## config.mk

```make
export PLATFORM = sky130hd
export DESIGN_NAME = text_mode_renderer
export DESIGN_NICKNAME = d
export VERILOG_FILES = /design/src/rtl/text_mode_renderer.sv
export SDC_FILE = /design/constraint.sdc
export NUM_CORES = 1
export LEC_CHECK = 0
export ABC_AREA = 1
export CORE_ASPECT_RATIO = 0.75
export CORE_MARGIN = 5
export CORE_UTILIZATION = 42
export DETAILED_ROUTE_END_ITERATION = 16
export PLACE_DENSITY = 0.9
export SETUP_SLACK_MARGIN = 0.3
export SYNTH_ARGS = -nofsm -noshare
export SYNTH_HDL_FRONTEND = slang
export SYNTH_SLANG_ARGS = --single-unit
export TNS_END_PERCENT = 1
```

## constraint.sdc

```tcl
create_clock -name clk -period 2.7 [get_ports clk]
set_clock_uncertainty 0.2 [all_clocks]
set_input_delay 0.27 -clock clk [delete_from_list [all_inputs] [get_ports clk]]
set_output_delay 0.27 -clock clk [all_outputs]
set_load 0.01 [all_outputs]
```

## src/rtl/text_mode_renderer.sv

```systemverilog
// Character-cell text renderer: text RAM + 8x8 font ROM lookup with a blinking block cursor.
// Fixed 4-clock pipeline, no stalls; de/hs/vs are delayed to stay aligned with pix.
module text_mode_renderer #(
  parameter int unsigned COLS         = 80,
  parameter int unsigned ROWS         = 60,
  parameter int unsigned ADDR_W       = 13,
  parameter int unsigned BLINK_FRAMES = 30
) (
  input  logic              clk,
  input  logic              rst,
  input  logic [9:0]        x,
  input  logic [9:0]        y,
  input  logic              de,
  input  logic              hs,
  input  logic              vs,
  output logic [ADDR_W-1:0] text_addr,
  input  logic [7:0]        text_data,
  output logic [7:0]        font_ch,
  input  logic [63:0]       font_bitmap,
  input  logic              cursor_en,
  input  logic [6:0]        cursor_col,
  input  logic [5:0]        cursor_row,
  output logic              pix,
  output logic              de_o,
  output logic              hs_o,
  output logic              vs_o
);

  localparam int unsigned     FC_W    = (BLINK_FRAMES > 1) ? $clog2(BLINK_FRAMES) : 1;
  localparam logic [FC_W-1:0] FC_LAST = FC_W'(BLINK_FRAMES - 1);
  localparam logic [15:0]     COLS_W  = 16'(COLS);
  localparam logic [15:0]     ROWS_W  = 16'(ROWS);

  typedef struct packed {
    logic [2:0] px;
    logic [2:0] py;
    logic       in_range;
    logic       cursor_hit;
    logic       de;
    logic       hs;
    logic       vs;
  } stage_t;

  logic [6:0]        col;
  logic [6:0]        row;
  logic              in_range;
  logic [15:0]       addr_full;
  logic [ADDR_W-1:0] text_addr_q, text_addr_d;
  stage_t            s1_q, s1_d, s2_q, s3_q;
  logic              pix_q, pix_d;
  logic              de_o_q, hs_o_q, vs_o_q;
  logic              vs_q;
  logic [FC_W-1:0]   frame_cnt_q, frame_cnt_d;
  logic              blink_q, blink_d;

  always_comb begin
    col         = x[9:3];
    row         = y[9:3];
    in_range    = ({9'd0, col} < COLS_W) && ({9'd0, row} < ROWS_W);
    addr_full   = {9'd0, row} * COLS_W + {9'd0, col};
    text_addr_d = in_range ? ADDR_W'(addr_full) : '0;

    s1_d            = '0;
    s1_d.px         = x[2:0];
    s1_d.py         = y[2:0];
    s1_d.in_range   = in_range;
    s1_d.cursor_hit = cursor_en && (col == cursor_col) && (row == {1'b0, cursor_row});
    s1_d.de         = de;
    s1_d.hs         = hs;
    s1_d.vs         = vs;

    // Byte 7 is the top glyph row, so (7-py)*8+px reduces to {~py, px}.
    pix_d = s3_q.de && s3_q.in_range &&
            (font_bitmap[{~s3_q.py, s3_q.px}] ^ (s3_q.cursor_hit && blink_q));

    frame_cnt_d = frame_cnt_q;
    blink_d     = blink_q;
    if (vs && !vs_q) begin
      if (frame_cnt_q == FC_LAST) begin
        frame_cnt_d = '0;
        blink_d     = ~blink_q;
      end else begin
        frame_cnt_d = frame_cnt_q + 1'b1;
      end
    end
  end

  always_ff @(posedge clk) begin
    if (!rst) begin
      text_addr_q <= '0;
      s1_q        <= '0;
      s2_q        <= '0;
      s3_q        <= '0;
      pix_q       <= 1'b0;
      de_o_q      <= 1'b0;
      hs_o_q      <= 1'b0;
      vs_o_q      <= 1'b0;
      vs_q        <= 1'b0;
      frame_cnt_q <= '0;
      blink_q     <= 1'b0;
    end else begin
      text_addr_q <= text_addr_d;
      s1_q        <= s1_d;
      s2_q        <= s1_q;
      s3_q        <= s2_q;
      pix_q       <= pix_d;
      de_o_q      <= s3_q.de;
      hs_o_q      <= s3_q.hs;
      vs_o_q      <= s3_q.vs;
      vs_q        <= vs;
      frame_cnt_q <= frame_cnt_d;
      blink_q     <= blink_d;
    end
  end

  assign text_addr = text_addr_q;
  assign font_ch   = text_data;
  assign pix       = pix_q;
  assign de_o      = de_o_q;
  assign hs_o      = hs_o_q;
  assign vs_o      = vs_o_q;

endmodule
```

### After elaboration in Yosys (flattened, before gate mapping)

Cells that the tools add are included.

* bits in registers: 56
* bits in latches: 0
* bits in writable memories: 0
* memory bits (read-only): 0
* bits of input ports: 111
* output and inout port bits: 25
* logic and storage cells: 53
* memories kept: 0

* $add $sub $neg: 2
* multiply operators: 1
* div/mod/pow operators: 0
* $lt $le $gt $ge: 3
* equal/unequal tests: 3
* shifts and indexed selects: 0
* muxes and demuxes: 3
* bitwise operators: 3
* reductions and logical operators: 10

Operator list (count)
* $add 13x7->13: 1
* $mul 7x3->9 const B: 1
* $eq 7x6->1: 1
* $eq 7x7->1: 1
* $logic_and 1x1->1: 7
* $lt 6x7->1 const B: 1
* $lt 7x6->1 const B: 1
* $lt 7x7->1 const B: 1
* $bmux 1 s6: 1
* $add 5x1->5 const B: 1
* $eq 5x5->1 const B: 1
* $mux 5: 1
* $reduce_and 2->1: 2
* $not 3->3: 1
* $logic_not 1->1: 1
* $mux 1: 1
* $not 1->1: 1
* $xor 1x1->1: 1

### Depth between registers and ports, before layout

* depth after elaboration: 5
* gate-level depth with buffers: 14
* mapped depth without buffers: 12

### Worst setup path after synthesis

No wires, ideal clock.

* path kind: input -> register
* start: input y[4]
* end: register text_addr_q[12], in the netlist text_addr[12]
* setup time: 0.113 ns
* arrival time: 1.945 ns
* setup slack: 0.442 ns
* stages on the path: 10
* cells stage by stage: ha_1 -> ha_1 -> fa_1 -> inv_1 -> or2_1 -> nor2_1 -> and3_1 -> nand2_1 -> nand2_1 -> nor2_1

* cells in the longest elaborated chain, start to end: 3

Ends and longest elaborated chain
* start, declared: RTL line 12 `input logic [9:0] y,`
* parallel branches: the longest is 3 deep, another holds $add 13x7->13
* end signal, assigned: RTL line 102 `text_addr_q <= text_addr_d;`
* end, declared: RTL line 48 `logic [ADDR_W-1:0] text_addr_q, text_addr_d;`

Several ways; the timed one is not identified.
A chain may end at the register's enable or synchronous reset.

### Final worst setup path

* start: input y[3]
* end: register text_addr_q[12], in the netlist text_addr[12]

The elaborated chain is that of the path after synthesis.

==> metrics.yaml <==
status:
  status: "finished clean"
worst_setup_path:
  start_kind: "input port"
  rr_startpoint: "s3_q[8]$_SDFF_PN0_"
  r2r_cells: 12
  reg2reg_slack_ns: 0.69
  critPathKind: "in -> reg"
  r2r-end: "pix$_SDFF_PN0_"
  cp_max_fo: 2
  worstSetupEndpoint: "text_addr[12]$_SDFF_PN0_"
  cp.required_ns: 2.71
  worstSetupStartpoint: "y[3]"
  arrival_ns: 2.38
  end_kind: "flip-flop"
yosys:
  synth_flop_cell: "dfxtp_1"
  synth.area.mux_share: 0
  synthArstFlopShare: 0
  synth_area_mm2: 0.00300
  synth_common_cells: "nand2_1 (137), inv_1 (67), nand3_1 (60), dfxtp_1 (56), nor2_1 (25)"
  yosysMostFrequentCell: "nand2_1"
  yosys.area_share.xor_xnor: 0.0263
  synth-seq-cells: 56
  synth_top_family_by_area: "simple AND/OR/NAND/NOR gates"
  synth_top_area_frac: 0.374
  synth_warnings: 0
  synthAdderAreaFrac: 0.0760
  synth_area_leaders: "dfxtp_1 (37%), nand2_1 (17%), nand3_1 (10%)"
  syn-instance-count: 432
  post-synth-top-area-cell: "dfxtp_1"
  synth_simple_gate_area_frac: 0.327
  synth_enable_flop_cells: 0
  avgSynthCellArea_um2: 6.93
  synth_compound_area_frac: 0.0505
  synth_nets: 560
  ys_types: 30
  ys_seq_area_frac: 0.374
min_path:
  hold_path.class: "reg -> reg"
timing:
  finalWorstSetupSlack_ns: 0.330
  fmax_mhz: 422
  maxSlewHeadroom: 0.687
  slew_viol_final: 0
  post-route-min-period_ns: 2.37
  rsz0062_at_grt: "yes"
  whs_ns: 0.215
  period_share: 0.878
  tightest_slew_ns: 0.468
  hold_violations: 0
  finalSetupViolCount: 0
  tns_ns: 0
power_and_ir_drop:
  peakVddDrop_v: 0.000260
  p_leak_nw: 2.15
  p_total_mw: 1.76
  power_density_mw_per_mm2: 407
grt:
  grt-ovfl-total: 0
  grt_usage: 0.177
  grt_pass1_wl_mm: 13.2
  grt_pass1_vias: 3070
  grt_antenna_before_repair: 0
  grt_max_degree: 37
die:
  num_io_pins: 136
  dieArea_mm2: 0.00894
  die_height_um: 83.1
  core_area_mm2: 0.00686
  fp.dieW_um: 108
  row_count: 26
  start_util: 0.436
route:
  postRouteAntennaNets: 0
  drc_errors: 0
  first_pass_iters: 5
  drt-total-wl_mm: 8.05
  viasPerCell: 4.68
  vias: 3024
  drt_iter0_drc: 170
  wl_per_cell_um: 12.5
placement:
  place_ws_ns: -0.117
  hpwl_mm: 6.36
  gp_congestion: 0.904
  placed_cell_area_mm2: 0.00422
  port_buffers: 119
  place_inst: 638
layout:
  post-route-util: 0.631
  stdcell_area_mm2: 0.00433
  antennaDiodeCount: 0
  nNetsFinal: 675
  nFillCells: 598
  instances_no_fill: 646
  drive_above_1_share: 0.0493
  syn_to_final_growth_pct: 44.6
job:
  drv_cap: 0
cts:
  htreeDepth: 2
  clock-root-buffer: "clkbuf_8"
  post_cts_buffers: 0
  cts.path.max_buffers: 2
  cts_num_sinks: 56
  cts_buffers: 5
  clk_pin_slew_ns: 0.10
  cts_tree: "done"
  clk_latency_ns: 0.31
-- state kept, by name, summed over array words and instances, names as in the netlist, 5 cells and up --
name,cells
text_addr,13
s2_q,11
s3_q,11
s1_q,10
frame_cnt_q,5
-- layout make-up --
class	instances	area [um2]	share of cell area
multi-input combinational	284	1460	0.337
timing repair buffer	131	1280	0.295
sequential	56	1120	0.259
inverter	69	262	0.0604
tap	98	123	0.0283
clock buffer	5	68.8	0.0159
clock inverter	3	21.3	0.00491
-- worst min-delay path by stage --
stage / to / slack, ns / cells past startpoint / from
CTS: s2_q[10]$_SDFF_PN0_ / 0.21 / 2 / s1_q[10]$_SDFF_PN0_
global placement: s3_q[0]$_SDFF_PN0_ / 0.19 / 2 / s2_q[0]$_SDFF_PN0_
detailed placement: s2_q[4]$_SDFF_PN0_ / 0.19 / 2 / s1_q[4]$_SDFF_PN0_
floorplan: vs_q$_SDFF_PN0_ / 0.16 / 2 / vs
finish: s2_q[10]$_SDFF_PN0_ / 0.22 / 2 / s1_q[10]$_SDFF_PN0_
global route: s2_q[8]$_SDFF_PN0_ / 0.24 / 2 / s1_q[8]$_SDFF_PN0_
-- logic make-up (layout without fill, tap and decap cells) --
logic type / count (synthesis) / after routing
XOR/XNOR: 9 / 9
adder cells (fa/ha/maj): 17 / 17
AO/OA/AOI/OAI: 25 / 25
AND/OR/NAND/NOR: 233 / 233
buffers and inverters: 92 / 208
flip-flops: 56 / 56
-- worst max-delay path, stage by stage --
cell and delay (ns):
clkdlybuf4s50_1 0.43, ha_1 0.21, ha_2 0.18, fa_2 0.51, inv_1 0.04, or2_1 0.25
nor2_2 0.14, and3_1 0.18, nand2_1 0.06, nand2_1 0.06, nor2_1 0.04
-- repair_timing --
item                                    4_1_cts  5_1_grt
hold endpoints to repair                      0        0
endpoints found under the setup margin        3        2
hold buffers                                  0        0
pin swaps                                     4        1
resized for setup                             7        2
-- metal layers --
| layer | routed length (um) | track usage | vias to the layer above |
|---|---|---|---|
| met1 | 3300 | 0.199 | 1326 |
| met3 | 824 | 0.0667 | 18 |
| li1 | - | - | 1565 |
| met2 | 3790 | 0.313 | 115 |
| met4 | 138 | 0.0436 | 0 |
| met5 | 0 | 0 | - |
-- power by group --
part	switching, mW	leakage (nW)	internal [mW]
logic	0.188	1.65	0.249
registers	0.0132	0.458	0.857
clock network	0.271	0.0445	0.185
-- layout by cell type (no fill, tap or decap), types with 2 or more instances in the layout --
master             n
inv_1             67
dlygate4sd2_1      3
dfxtp_1           56
nand2_1          137
o21ai_0            5
xnor2_1            3
clkdlybuf4s50_1  116
nand4_1            5
nor2_1            23
nand3_1           60
o21ai_1            2
a21oi_1            8
nor2_2             2
a221oi_1           3
clkbuf_8           5
buf_4             12
ha_1              13
xor2_1             6
o22ai_1            4
No activity file was read; power rests on OpenSTA's default activity.
